`src/rtl/dma_scheduler.sv`:
```
// Four-channel DMA start/priority scheduler: turns MMIO enables, blanking edges and
// sound-FIFO requests into pending requests and grants the shared engine by priority.
module dma_scheduler (
    input  logic       clk,
    input  logic       rst_n,
    input  logic [3:0] enable,
    input  logic [7:0] start_timing,
    input  logic [3:0] repeat_en,
    input  logic       vblank,
    input  logic       hblank,
    input  logic [1:0] fifo_req,
    input  logic       unit_done,
    input  logic       last_unit,
    output logic [3:0] grant,
    output logic       load,
    output logic       busy,
    output logic       cpu_pause,
    output logic [3:0] done,
    output logic [3:0] clear_enable
);

    localparam int unsigned NUM_CH = 4;
    localparam int unsigned CH_W   = 2;

    typedef enum logic [1:0] {
        S_IDLE  = 2'd0,
        S_SETUP = 2'd1,
        S_RUN   = 2'd2,
        S_DONE  = 2'd3
    } state_e;

    state_e              state_q, state_d;
    logic [CH_W-1:0]     cur_q, cur_d;
    logic [NUM_CH-1:0]   enable_q;
    logic                vblank_q, hblank_q;
    logic [1:0]          fifo_q;
    logic [NUM_CH-1:0]   trig_q, trig_d;
    logic [NUM_CH-1:0]   pending_q, pending_d;
    logic [NUM_CH-1:0]   grant_q, grant_d;
    logic                load_q, load_d;
    logic                busy_q, busy_d;
    logic [NUM_CH-1:0]   done_q, done_d;
    logic [NUM_CH-1:0]   clear_enable_q, clear_enable_d;

    logic [NUM_CH-1:0]   en_rise;
    logic                vb_rise, hb_rise;
    logic [NUM_CH-1:0]   fifo_map;
    logic [NUM_CH-1:0]   eligible;
    logic [NUM_CH-1:0]   preempt;
    logic [NUM_CH-1:0]   pend_clr;
    logic [1:0]          cur_timing;

    function automatic logic [CH_W-1:0] lowest_idx(input logic [NUM_CH-1:0] v);
        lowest_idx = '0;
        for (int i = int'(NUM_CH) - 1; i >= 0; i--) begin
            if (v[i]) lowest_idx = CH_W'(i);
        end
    endfunction

    function automatic logic [NUM_CH-1:0] onehot(input logic [CH_W-1:0] idx);
        onehot = NUM_CH'(1) << idx;
    endfunction

    // Per-channel start triggers, registered one stage before they reach pending.
    always_comb begin
        en_rise  = enable & ~enable_q;
        vb_rise  = vblank & ~vblank_q;
        hb_rise  = hblank & ~hblank_q;
        // Special timing: FIFO A feeds ch1, FIFO B feeds ch2; ch0 and ch3 never fire.
        fifo_map = {1'b0, fifo_req[1] & ~fifo_q[1], fifo_req[0] & ~fifo_q[0], 1'b0};
        trig_d   = '0;
        for (int i = 0; i < int'(NUM_CH); i++) begin
            case (start_timing[2*i +: 2])
                2'b00:   trig_d[i] = en_rise[i];
                2'b01:   trig_d[i] = vb_rise;
                2'b10:   trig_d[i] = hb_rise;
                default: trig_d[i] = fifo_map[i];
            endcase
        end
        trig_d = trig_d & enable;
    end

    assign eligible   = pending_q & enable;
    assign preempt    = eligible & (onehot(cur_q) - NUM_CH'(1));
    assign cur_timing = start_timing[{cur_q, 1'b0} +: 2];

    // Scheduler next state and registered outputs.
    always_comb begin
        state_d        = state_q;
        cur_d          = cur_q;
        grant_d        = grant_q;
        load_d         = 1'b0;
        busy_d         = busy_q;
        done_d         = '0;
        clear_enable_d = '0;
        pend_clr       = '0;
        case (state_q)
            S_IDLE: begin
                grant_d = '0;
                busy_d  = 1'b0;
                if (|eligible) begin
                    cur_d   = lowest_idx(eligible);
                    state_d = S_SETUP;
                    grant_d = onehot(lowest_idx(eligible));
                    load_d  = 1'b1;
                    busy_d  = 1'b1;
                end
            end
            S_SETUP: begin
                if (!enable[cur_q]) begin
                    state_d = S_IDLE;
                    grant_d = '0;
                    busy_d  = 1'b0;
                end else begin
                    state_d = S_RUN;
                end
            end
            S_RUN: begin
                if (!enable[cur_q]) begin
                    state_d = S_IDLE;
                    grant_d = '0;
                    busy_d  = 1'b0;
                end else if (unit_done && last_unit) begin
                    state_d = S_DONE;
                    grant_d = '0;
                    done_d  = onehot(cur_q);
                    if (!repeat_en[cur_q] || cur_timing == 2'b00) begin
                        clear_enable_d = onehot(cur_q);
                    end
                end else if (unit_done && |preempt) begin
                    // Switch only at a unit boundary; the preempted channel stays pending.
                    cur_d   = lowest_idx(preempt);
                    state_d = S_SETUP;
                    grant_d = onehot(lowest_idx(preempt));
                    load_d  = 1'b1;
                end
            end
            S_DONE: begin
                pend_clr = onehot(cur_q);
                state_d  = S_IDLE;
                grant_d  = '0;
                busy_d   = 1'b0;
            end
            default: begin
                state_d = S_IDLE;
                grant_d = '0;
                busy_d  = 1'b0;
            end
        endcase
        pending_d = ((pending_q & ~pend_clr) | trig_q) & enable;
    end

    always_ff @(posedge clk or negedge rst_n) begin
        if (!rst_n) begin
            state_q        <= S_IDLE;
            cur_q          <= '0;
            enable_q       <= '0;
            vblank_q       <= 1'b0;
            hblank_q       <= 1'b0;
            fifo_q         <= '0;
            trig_q         <= '0;
            pending_q      <= '0;
            grant_q        <= '0;
            load_q         <= 1'b0;
            busy_q         <= 1'b0;
            done_q         <= '0;
            clear_enable_q <= '0;
        end else begin
            state_q        <= state_d;
            cur_q          <= cur_d;
            enable_q       <= enable;
            vblank_q       <= vblank;
            hblank_q       <= hblank;
            fifo_q         <= fifo_req;
            trig_q         <= trig_d;
            pending_q      <= pending_d;
            grant_q        <= grant_d;
            load_q         <= load_d;
            busy_q         <= busy_d;
            done_q         <= done_d;
            clear_enable_q <= clear_enable_d;
        end
    end

    assign grant        = grant_q;
    assign load         = load_q;
    assign busy         = busy_q;
    assign cpu_pause    = busy_q;
    assign done         = done_q;
    assign clear_enable = clear_enable_q;

endmodule

```
`config.mk`:
```
export PLATFORM = sky130hd
export DESIGN_NAME = dma_scheduler
export DESIGN_NICKNAME = d
export VERILOG_FILES = /design/src/rtl/dma_scheduler.sv
export SDC_FILE = /design/constraint.sdc
export NUM_CORES = 1
export LEC_CHECK = 0
export CORE_ASPECT_RATIO = 1.4
export CORE_MARGIN = 10
export CORE_UTILIZATION = 62
export CTS_BUF_LIST = sky130_fd_sc_hd__clkbuf_16
export DETAILED_ROUTE_END_ITERATION = 10
export DONT_BUFFER_PORTS = 1
export GPL_ROUTABILITY_DRIVEN = 0
export PLACE_DENSITY = 0.82
export SETUP_SLACK_MARGIN = 0.05
export SYNTH_ARGS = -nofsm -noshare
export SYNTH_HDL_FRONTEND = slang
export SYNTH_SLANG_ARGS = --single-unit
```
`constraint.sdc`:
```
create_clock -name clk -period 2.6 [get_ports clk]
set_input_delay 0.39 -clock clk [delete_from_list [all_inputs] [get_ports clk]]
set_output_delay 0.39 -clock clk [all_outputs]
set_load 0.02 [all_outputs]
```
==> summary.txt, run 1 <==
Status
  • Status: finished, final reports clean

CTS
  • Root Driver: clkbuf_16
  • Post-CTS Resized: 0
  • Max clock buf depth: 2
  • Total clock sinks: 34
  • Clk slew on worst S/H paths: 50 ps
  • Clock Latency Late Sink: 270 ps
  • CTS tree: yes
  • CTS Buf Count: 5
  • Hold_buf cts: 2
  • Htree depth: 2
  • # Post-CTS Setup Buffers: 0

Logic synthesis
  • Average cell area after synthesis: 10.7 um^2
  • Post-Syn Area: between 1500 and 2000 um^2
  • Ys Warns: 0
  • Mux share of post-synthesis cell area: about a tenth
  • Register area share after synthesis: 50.4%
  • Largest family of logic cells by synthesized area: simple AND/OR/NAND/NOR gates
  • Most numerous cell in the Yosys netlist: dfrtp_1
  • Syn nets: ~190
  • Asr flop ratio synth: 100%
  • Distinct cells, synth: 43
  • Simple-Gate Fraction of Synth Area: between 10% and 20%
  • Area leader, netlist: dfrtp_1
  • Post-synth top area share: roughly half
  • Synth Flop Type: dfrtp_1
  • Adder-Cell Fraction of Synth Area: approximately 3.7%
  • EDFF count, synth: 0
  • Dominant cells by area after synthesis: dfrtp_1 50%, a21oi_1 4.2%, ha_1 3.7%, nand2_1 3.3%, nor2b_1 3.3%
  • Cells after Synth: around 160
  • #FFs+latches synth: 34
  • Compound-gate portion of the synthesized area: between 10 and 15%
  • Post-Synth XOR/XNOR Area: 0%
  • Post-synth top cells: 34 x dfrtp_1, 15 x nand2_1, 14 x a21oi_1, 11 x nor2_1, 9 x nor2b_1

Global routing
  • Initial antenna violation count: 0
  • Vias in the first global route: 1309
  • Grt ovf: 0
  • Largest net degree at the start of global routing: 35
  • First-pass GRT wire length: 6320 um
  • Gr usage total: about 16%

Layout
  • Filler instances: 177
  • Share of cells above drive strength 1: 11.1%
  • Antenna cells: 0
  • Final #Nets: between 150 and 200
  • Area growth from synthesis to final layout: 12.2%

Setup path
  • CP endpoint kind: flop
  • WS Path Type: flop to flop
  • Max FO, Critical Path: 15
  • CP startpoint kind: flop
  • Slowest cell on crit path: dfrtp_1
  • Cell chain of the critical path: mux2i_1 > o22ai_4 > and4b_1 > o21ai_2 > mux2_4
  • CP required: 2760 ps
  • Max incr delay on CP: 680 ps
  • CP arrival: between 2000 and 2500 ps

Timing
  • Slew margin rel.: 61.5%
  • RSZ-0062 raised after global routing: false
  • Fin. Hold Viols: 0
  • Tcrit/Tclk final: 82.9%
  • Period minus WS final: 2150 ps
  • Fmax: 0.464 GHz
  • Hold slack: 141 ps
  • Setup TNS: 0 ps
  • Slew Limit Fails: 0
  • Worst slew pin tran: 577 ps
  • Setup ws final: 445 ps
  • Final setup violation count: 0
  • Final Skew: 2.40 ps

Drt
  • Detailed Route Iter0 Violations: 83
  • Vias: 1279
  • DRT Pass-1 Iters: 4
  • WL final: 3840 um
  • Wire per inst: 19.4 um
  • Post-DRT Antenna Nets: 0
  • Via-per-instance ratio: 6.46
  • Drc violations: 0

Place
  • HPWL after DPL: roughly 2900 um
  • Setup WS pre-CTS: 503 ps
  • # port buffers: 0

Power
  • Leak: 0.853 nW
  • Worst vdd ir: 630 uV
  • Power Dens Cells: 981 nW/um^2

Die
  • Die Height: 81.7 um
  • Starting density of the core: between 60 and 70%
  • Die Wd: 64.1 um
  • # rows: 22
  • Die area: 5240 um^2
  • Num ports: 39
  • Core Region: between 2000 and 3000 um^2

Run
  • Max_cap viols: 0

Hold path
  • Hold WC Path Type: primary input to flop
-- stage by stage --
stage               power (W)  cell area [um^2]  utilization (%)  std cells
floorplan             0.00113              1690                -        157
global placement      0.00118              1700             65.0        188
detailed placement    0.00120              1700             65.0        188
CTS                   0.00187              1890             72.4        198
global route          0.00195              1890             72.4        198
finish                0.00186              1890             72.4        198
-- kinds of logic after synthesis --
family                     after synthesis
AOI/OAI and AO/OA                       36
adders and majority gates                5
buffers and inverters                    8
DFF                                     34
muxes                                   13
and+or+nand+nor                         61
-- path summary, 6_finish.rpt --
kind / startpoint / endpoint / slack [ps] / cells after the start
max in group asynchronous: rst_n / load / 1860 / 2
max: cur_q[1] / cur_q[0] / 450 / 5
min in group asynchronous: rst_n / vblank_q / 560 / 2
max reg2reg: cur_q[1] / cur_q[0] / 450 / 5
min reg2reg: trig_q[0] / pending_q[0] / 490 / 2
min: hblank / hblank_q / 140 / 0
-- flip-flops by register name (all words and copies together) (netlist names) --
register,cells
enable_q,4
done,4
pending_q,4
state_q,2
trig_q,4
fifo_q,2
grant,4
hblank_q,1
load,1
vblank_q,1
cur_q,2
clear_enable,4
busy,1
-- final cells by class --
type                       instances  area, um^2  share of cell area (%)
clock buffer                       5         125                    6.61
clock inverter                     3        37.5                    1.98
inverter                           3        11.3                   0.595
multi-input combinational        115         793                    41.9
sequential                        34         851                    44.9
tap                               36        45.0                    2.38
timing repair buffer               2        30.0                    1.59
-- layout by cell type, fill, tap and decap left out, types with 2 or more instances in the layout --
master     instances
o21ai_1            2
nand2_1           15
nor3_1             5
nand2b_1           2
mux2i_1            5
nand3b_1           5
a31oi_1            2
mux2_2             4
inv_1              5
o21ai_0            3
clkbuf_16          5
nor3b_1            2
dfrtp_1           34
nor2_1            11
ha_1               5
o211a_1            3
nor2b_1            9
o211ai_1           2
a21oi_1           14
nand3_1            6
-- where the power goes --
part / switching (W) / internal, W
clock network: 0.000197 / 0.000444
registers: 0.000134 / 0.000593
logic: 0.000252 / 0.000237
-- worst max-delay path, delay by kind of cell (launching register included) --
family / cells / cell delay [ps]
AOI/OAI and AO/OA: 2 / 380
DFF: 1 / 680
muxes: 2 / 730
and+or+nand+nor: 1 / 250
-- layer usage --
metal	up-vias	global-route usage (%)	share of wire (%)
li1	567	-	-
met1	629	14.5	35
met2	67	27.0	53
met3	16	7.08	10
met4	0	10.5	2.7
met5	-	0	0
Note: power is estimated with default switching activity, not from simulation.
==> run 2: changes to the inputs <==
--- a/config.mk
+++ b/config.mk
@@ -5,6 +5,7 @@
 export SDC_FILE = /design/constraint.sdc
 export NUM_CORES = 1
 export LEC_CHECK = 0
+export ABC_AREA = 1
 export CORE_ASPECT_RATIO = 1.4
 export CORE_MARGIN = 10
 export CORE_UTILIZATION = 62
==> constraint.sdc (replaced) <==
create_clock -name clk -period 2 [get_ports clk]
set_input_delay 0.3 -clock clk [delete_from_list [all_inputs] [get_ports clk]]
set_output_delay 0.3 -clock clk [all_outputs]
set_load 0.02 [all_outputs]
==> run 2 against run 1 <==
  * Setup slack worse by 140 ps
  * Sequential power is 25% higher
  * Clock power is 30% higher
  * Die area grew 5.0%
  * Sequential share of layout area fell by 2.6 points
  * Highest routed layer unchanged
  * Combinational power up 55%
  * Design area up 6.1%
  * Total power rose by 34%
  * Clock-buffer cell count unchanged
  * Non-clock buffer count is the same
  * Clock skew increased by 1.4 ps
  * Largest power group unchanged
  * Critical endpoint is now grant[0]
  * Worst hold slack lost 94 ps
==> summary.txt, run 2 <==
Drt
  • DRT Pass-1 Iters: 5 (+1)
  • Drc violations: 0 (unchanged)
  • Via-per-instance ratio: 5.57 (-14%)
  • Vias: 1504 (+18%)
  • WL final: 4210 um (+9.6%)
  • Detailed Route Iter0 Violations: 75 (-9.6%)
  • Wire per inst: 15.6 um (-20%)
  • Post-DRT Antenna Nets: 0 (unchanged)

Timing
  • Setup TNS: 0 ps (unchanged)
  • Fmax: 0.589 GHz (+27%)
  • Period minus WS final: 1700 ps (-458 ps)
  • Slew Limit Fails: 0 (unchanged)
  • Setup ws final: 303 ps (-142 ps)
  • Final Skew: 3.79 ps (+1.39 ps)
  • Final setup violation count: 0 (unchanged)
  • Tcrit/Tclk final: 84.8% (+2.0 points)
  • Fin. Hold Viols: 0 (unchanged)
  • RSZ-0062 raised after global routing: false
  • Slew margin rel.: 71.6% (+10 points)
  • Worst slew pin tran: 426 ps (-151 ps)

Power
  • Leak: 1.12 nW (+31%)
  • Net Switching: 0.000909 W (+56%)
  • Worst vdd ir: 925 uV (+47%)
  • Flop pwr share: 36.3% (-2.9 points)
  • Clk network pwr share: 33.4% (-1.1 points)
  • Internal power: 0.00159 W (+25%)
  • Power Dens Cells: 1240 nW/um^2 (+27%)
  • Switching share of power: 36.4% (+5.0 points)
  • Logic pwr share: 30.3% (+4.0 points)

Hold path
  • Hold WC Path Type: primary input to flop
  • Hold Path Origin: vblank
  • WHS Endpoint: vblank_q
  • Hold Path Depth: 0 (unchanged)

Global routing
  • Largest net degree at the start of global routing: 35 (unchanged)
  • Gr usage total: 17.0% (+1.5 points)
  • Initial antenna violation count: 0 (unchanged)
  • Vias in the first global route: 1599 (+22%)
  • First-pass GRT wire length: 7380 um (+17%)
  • Grt ovf: 0 (unchanged)

Setup path
  • Reg2reg setup slack: 300 ps (-140 ps)
  • Cell family with most CP delay: simple AND/OR/NAND/NOR gates
  • Reg2reg path depth: 9 (+4)
  • Slowest cell on crit path: dfrtp_1
  • Cell chain of the critical path: inv_1 > ha_1 > inv_1 > nor2_4 > nand3_4 > nand2_4 > inv_2 > nand2_1 > nand2_1
  • CP required: 2170 ps (-590 ps)
  • Max FO, Critical Path: 8 (-7)
  • Max incr delay on CP: 410 ps (-270 ps)
  • RR Startpoint: state_q[0]
  • WS Path Type: flop to flop
  • CP arrival: 1860 ps (-450 ps)
  • CP startpoint kind: flop
  • Worst r2r dst: grant[0]
  • Buffers & Inverters on Critical Path: 3 (+3)
  • CP endpoint kind: flop

Die
  • Die Height: 83.8 um (+2.6%)
  • Core Region: 2820 um^2 (+7.8%)
  • Num ports: 39 (unchanged)
  • # rows: 23 (+4.5%)
  • Die area: 5500 um^2 (+5.0%)
  • Starting density of the core: 64.0% (-0.52 points)
  • Die Wd: 65.6 um (+2.4%)

Layout
  • Most frequent cells in the layout: 77 x nand2_1, 34 x dfrtp_1, 27 x inv_1
  • Final core occ: 71.3% (-1.1 points)
  • Filler instances: 240 (+36%)
  • Share of cells above drive strength 1: 11.2% (+0.048 points)
  • Leading cell type in the layout, fill and taps excluded: nand2_1
  • Area growth from synthesis to final layout: 11.4%
  • Design Area, Final: 2010 um^2 (+6.1%)
  • Antenna cells: 0 (unchanged)
  • Area occupied by multi-input gates: 805 um^2 (+1.4%)
  • Final #Nets: 262 (+38%)
  • Sequential standard cell area: 851 um^2 (unchanged)

Logic synthesis
  • #FFs+latches synth: 34 (unchanged)
  • Distinct cells, synth: 28 (-35%)
  • Cells after Synth: 227 (+45%)
  • Area leader, netlist: dfrtp_1
  • Asr flop ratio synth: 100% (unchanged)
  • Syn nets: 256 (+38%)
  • Dominant cells by area after synthesis: dfrtp_1 47%, nand2_1 16%, inv_1 5.6%, o21ai_0 5.0%, nand3_1 3.9%
  • Average cell area after synthesis: 7.95 um^2 (-26%)
  • Register area share after synthesis: 47.2% (-3.3 points)
  • Ys Warns: 0 (unchanged)
  • Synth Flop Type: dfrtp_1
  • Most numerous cell in the Yosys netlist: nand2_1
  • EDFF count, synth: 0 (unchanged)
  • Post-synth top area share: 47.2% (-3.3 points)
  • Post-Syn Area: 1800 um^2 (+7.0%)
  • Post-synth top cells: 77 x nand2_1, 34 x dfrtp_1, 27 x inv_1, 18 x o21ai_0

CTS
  • Max clock buf depth: 2 (unchanged)
  • Clock Latency Late Sink: 280 ps (about the same)
  • CTS tree: yes
  • Root Driver: clkbuf_16
  • CTS Buf Count: 5 (unchanged)
  • Clk slew on worst S/H paths: 50 ps (about the same)
  • Htree depth: 2 (unchanged)
  • # Post-CTS Setup Buffers: 0 (unchanged)
  • Total clock sinks: 34 (unchanged)

Place
  • Setup WS pre-CTS: 357 ps (-146 ps)
  • HPWL after DPL: 3140 um (+7.7%)
  • # port buffers: 0 (unchanged)
  • Post-DP Area: 1820 um^2 (+7.1%)

Run
  • Max_cap viols: 0 (unchanged)

Status
  • Status: finished, final reports clean
[run 2: worst register-to-register path, cell delays in order (launching register included)]
cell	delay [ps]
dfrtp_1	410
inv_1	120
ha_1	340
inv_1	160
nor2_4	190
nand3_4	110
nand2_4	100
inv_2	50
nand2_1	60
nand2_1	50
[run 2: layout make-up]
type,count,share of cell area [%]
clock buffers,5,6.23
multi-input cells,159,40.0
repair buffers,2,1.49
flip-flops and latches,34,42.3
well taps,37,2.30
inverters,31,5.92
clock inverters,2,1.68
[run 2: power groups by stage]
stage / clock [W] / sequential, W / combinational, W
after floorplan: 0 / 0.000845 / 0.000661
after global placement: 0 / 0.000914 / 0.000698
after detailed placement: 0 / 0.000919 / 0.000710
after CTS: 0.000847 / 0.000906 / 0.000747
after global routing: 0.000867 / 0.000918 / 0.000858
final: 0.000833 / 0.000906 / 0.000756
[run 2: worst max path at each step]
stage,slack (ps),end,depth (start not counted),from
after global placement,420,grant[0],9,state_q[0]
after detailed placement,360,grant[0],9,state_q[0]
after floorplan,560,grant[0],9,state_q[0]
after CTS,330,grant[0],9,state_q[0]
after global routing,180,grant[0],9,state_q[0]
final,300,grant[0],9,state_q[0]
[run 2: cell families after synthesis]
logic type / after synthesis / share of synthesized area [%]
simple gates: 123 / 30.9
buf+inv: 34 / 8.25
flops: 34 / 47.2
compound gates: 31 / 10.2
fa+ha+maj: 5 / 3.47
[run 2: timing repair]
action | in CTS | in global routing
gates resized for setup | 0 | 0
hold buffers | 2 | 0
setup endpoints to repair | 0 | 0
endpoints found under the hold margin | 34 | 0
[run 2: stage by stage]
stage	instances	hold WS (ps)	total power, W
final	270	47.4	0.00250
after global routing	270	39.6	0.00264
after CTS	270	43.9	0.00250
after detailed placement	261	5.54	0.00163
after global placement	261	5.51	0.00161
after floorplan	227	4.41	0.00151
[run 2: metal layers]
metal,part of all wire [%],global-route usage (%),vias up
li1,-,-,725
met4,2.5,7.03,0
met1,36,16.4,700
met5,0,0,-
met2,53,30.8,68
met3,8.6,6.45,11
==> run 3: changes to the inputs <==
--- a/config.mk
+++ b/config.mk
@@ -8,12 +8,12 @@
 export ABC_AREA = 1
 export CORE_ASPECT_RATIO = 1.4
 export CORE_MARGIN = 10
-export CORE_UTILIZATION = 62
+export CORE_UTILIZATION = 56
 export CTS_BUF_LIST = sky130_fd_sc_hd__clkbuf_16
 export DETAILED_ROUTE_END_ITERATION = 10
 export DONT_BUFFER_PORTS = 1
 export GPL_ROUTABILITY_DRIVEN = 0
-export PLACE_DENSITY = 0.82
+export PLACE_DENSITY = 0.78
 export SETUP_SLACK_MARGIN = 0.05
 export SYNTH_ARGS = -nofsm -noshare
 export SYNTH_HDL_FRONTEND = slang
==> constraint.sdc (replaced) <==
create_clock -name clk -period 1.4 [get_ports clk]
set_input_delay 0.21 -clock clk [delete_from_list [all_inputs] [get_ports clk]]
set_output_delay 0.21 -clock clk [all_outputs]
set_load 0.02 [all_outputs]
==> run 3 against run 2 <==
  * The flow now finishes with violations (negative setup slack)
  * Cell count up 10%
  * Combinational power increased by 100%
  * Die area rose by 7.8%
  * Clock-buffer cell count did not move
  * Largest cell class is now multi-input combinational cells
  * Largest power group is now combinational logic
==> summary.txt, run 3 (synthesis gave the netlist of run 2 again) <==
Power
  • Net Switching: 0.00147 W (+62%)
  • Internal power: 0.00237 W (+50%)
  • Leak: 1.25 nW (+11%)
  • Clk network pwr share: 27.2% (-6.2 points)
  • Worst vdd ir: 1060 uV (+15%)
  • Logic pwr share: 39.3% (+9.0 points)
  • Power Dens Cells: 1690 nW/um^2 (+36%)
  • Switching share of power: 38.3% (+1.9 points)
  • Flop pwr share: 33.5% (-2.8 points)

CTS
  • CTS tree: yes
  • CTS Buf Count: 5 (unchanged)
  • Max clock buf depth: 2 (unchanged)
  • Root Driver: clkbuf_16
  • Clock Latency Late Sink: 280 ps (about the same)
  • Clk slew on worst S/H paths: 50 ps (about the same)
  • Htree depth: 2 (unchanged)
  • Total clock sinks: 34 (unchanged)

Layout
  • Most frequent cells in the layout: 68 x nand2_1, 31 x dfrtp_1, 26 x inv_1
  • Layout Cells excl Fill: 298 (+10%)
  • Share of cells above drive strength 1: 24.7% (+14 points)
  • Antenna cells: 0 (unchanged)
  • Leading cell type in the layout, fill and taps excluded: nand2_1
  • Area growth from synthesis to final layout: 26.4%
  • Filler instances: 237 (-1.3%)
  • Final #Nets: 287 (+9.5%)
  • Area occupied by multi-input gates: 875 um^2 (+8.7%)
  • Sequential standard cell area: 855 um^2 (+0.44%)

Timing
  • Slew margin rel.: 73.6% (+2.0 points)
  • Period minus WS final: 1430 ps (-271 ps)
  • Tcrit/Tclk final: 102% (+17 points)
  • Fin. Hold Viols: 0 (unchanged)
  • Final setup violation count: 8 (+8)
  • Worst slew pin tran: 396 ps (-30.0 ps)
  • Fmax: 0.701 GHz (+19%)
  • RSZ-0062 raised after global routing: true
  • Final Skew: 5.47 ps (+1.69 ps)
  • Hold slack: 63.1 ps (+15.7 ps)
  • Setup ws final: -25.5 ps (-329 ps)
  • Slew Limit Fails: 0 (unchanged)

Drt
  • DRT Pass-1 Iters: 5 (unchanged)
  • Drc violations: 0 (unchanged)
  • Wire per inst: 16.5 um (+5.6%)
  • WL final: 4910 um (+17%)
  • Via-per-instance ratio: 5.35 (-3.9%)
  • Vias: 1595 (+6.1%)
  • Post-DRT Antenna Nets: 0 (unchanged)
  • Detailed Route Iter0 Violations: 145 (+93%)

Place
  • Dpl cells: 274 (+5.0%)
  • Setup WS pre-CTS: -123 ps (-480 ps)
  • # port buffers: 0 (unchanged)
  • HPWL after DPL: 3370 um (+7.5%)

Setup path
  • WS Path Type: flop to flop
  • CP startpoint kind: flop
  • Max FO, Critical Path: 7 (-1)
  • Max incr delay on CP: 470 ps (+60 ps)
  • CP endpoint kind: flop
  • CP arrival: 1600 ps (-260 ps)
  • Slowest cell on crit path: dfrtp_2
  • CP required: 1570 ps (-600 ps)
  • Cell chain of the critical path: inv_2 > nand3_1 > nand2_2 > nor2_4 > nor2_4 > nand3_4 > nand2_4 > inv_4 > nand2_1 > nand2_1

Die
  • Die area: 5920 um^2 (+7.8%)
  • Die Height: 87.2 um (+4.0%)
  • Core Region: 3120 um^2 (+11%)
  • Die Wd: 68.0 um (+3.6%)
  • Starting density of the core: 57.8% (-6.2 points)
  • Num ports: 39 (unchanged)
  • # rows: 24 (+4.3%)

Global routing
  • Initial antenna violation count: 0 (unchanged)
  • First-pass GRT wire length: 7750 um (+4.9%)
  • Largest net degree at the start of global routing: 35 (unchanged)
  • Gr usage total: 17.3% (+0.27 points)
  • Vias in the first global route: 1610 (+0.69%)
  • Grt ovf: 0 (unchanged)

Status
  • Status: complete, but fails checks
  • Failing checks: negative setup slack

Hold path
  • Hold WC Path Type: primary input to flop

Run
  • Max_cap viols: 0 (unchanged)
## run 3: cell types whose count changed in the layout (fill, tap and decap cells not counted), moves of 3 or more
cell	previous run	this run
dfrtp_2	0	3
buf_4	0	16
o21ai_0	18	15
dlygate4sd3_1	1	9
dfrtp_1	34	31
nand2_2	7	15
nand2_1	77	68
## run 3: critical path, delay by kind of cell, from the launching register on
kind	cells	cell delay, ps
simple gates	8	690
buf+inv	2	160
flops	1	470
## run 3: area by class of cell
cell class | instances | area share, %
Clock buffer | 5 | 5.49
Clock inverter | 3 | 0.549
Multi-Input combinational cell | 159 | 38.3
Timing Repair Buffer | 27 | 10.6
Sequential cell | 34 | 37.5
Tap cell | 39 | 2.14
Inverter | 31 | 5.43
## run 3: power groups by stage
stage	registers [W]	clock network, W	logic, W
floorplan	0.00121	0	0.000961
global placement	0.00129	0	0.00115
detailed placement	0.00130	0	0.00118
CTS	0.00129	0.00104	0.00137
global route	0.00131	0.00110	0.00169
finish	0.00129	0.00105	0.00151
## run 3: through the flow
step                      power (W)  setup TNS (ps)  util [%]  cell area (um^2)
after floorplan             0.00218               0         -              1820
after global placement      0.00244            -288      61.4              1920
after detailed placement    0.00248            -812      61.4              1920
after CTS                   0.00370           -5.84      71.2              2220
after global routing        0.00409           -1540      73.0              2280
final                       0.00384           -99.8      73.0              2280
## run 3: path summary, 6_finish.rpt
| check | slack, ps | cells after the start | to | startpoint |
|---|---|---|---|---|
| max | -30 | 10 | grant[1] | cur_q[0] |
| min in group asynchronous | 400 | 2 | pending_q[1] | rst_n |
| min | 60 | 2 | pending_q[0] | enable[0] |
| min reg2reg | 460 | 2 | pending_q[0] | trig_q[0] |
| max in group asynchronous | 810 | 2 | state_q[1] | rst_n |
| max reg2reg | -30 | 10 | grant[1] | cur_q[0] |
## run 3: what timing repair did
item | in CTS | in global routing
gates resized for setup | 15 | 12
pin swaps | 9 | 3
setup endpoints to repair | 17 | 18
hold buffers | 10 | 0
endpoints found under the hold margin | 42 | 0
setup buffers | 3 | 3
## run 3: layer usage
| layer | up-vias | wire length (um) | track usage (%) |
|---|---|---|---|
| met5 | - | 0 | 0 |
| met4 | 0 | 101 | 7.52 |
| met3 | 11 | 312 | 5.03 |
| met2 | 54 | 2710 | 31.2 |
| met1 | 754 | 1780 | 17.6 |
| li1 | 776 | - | - |
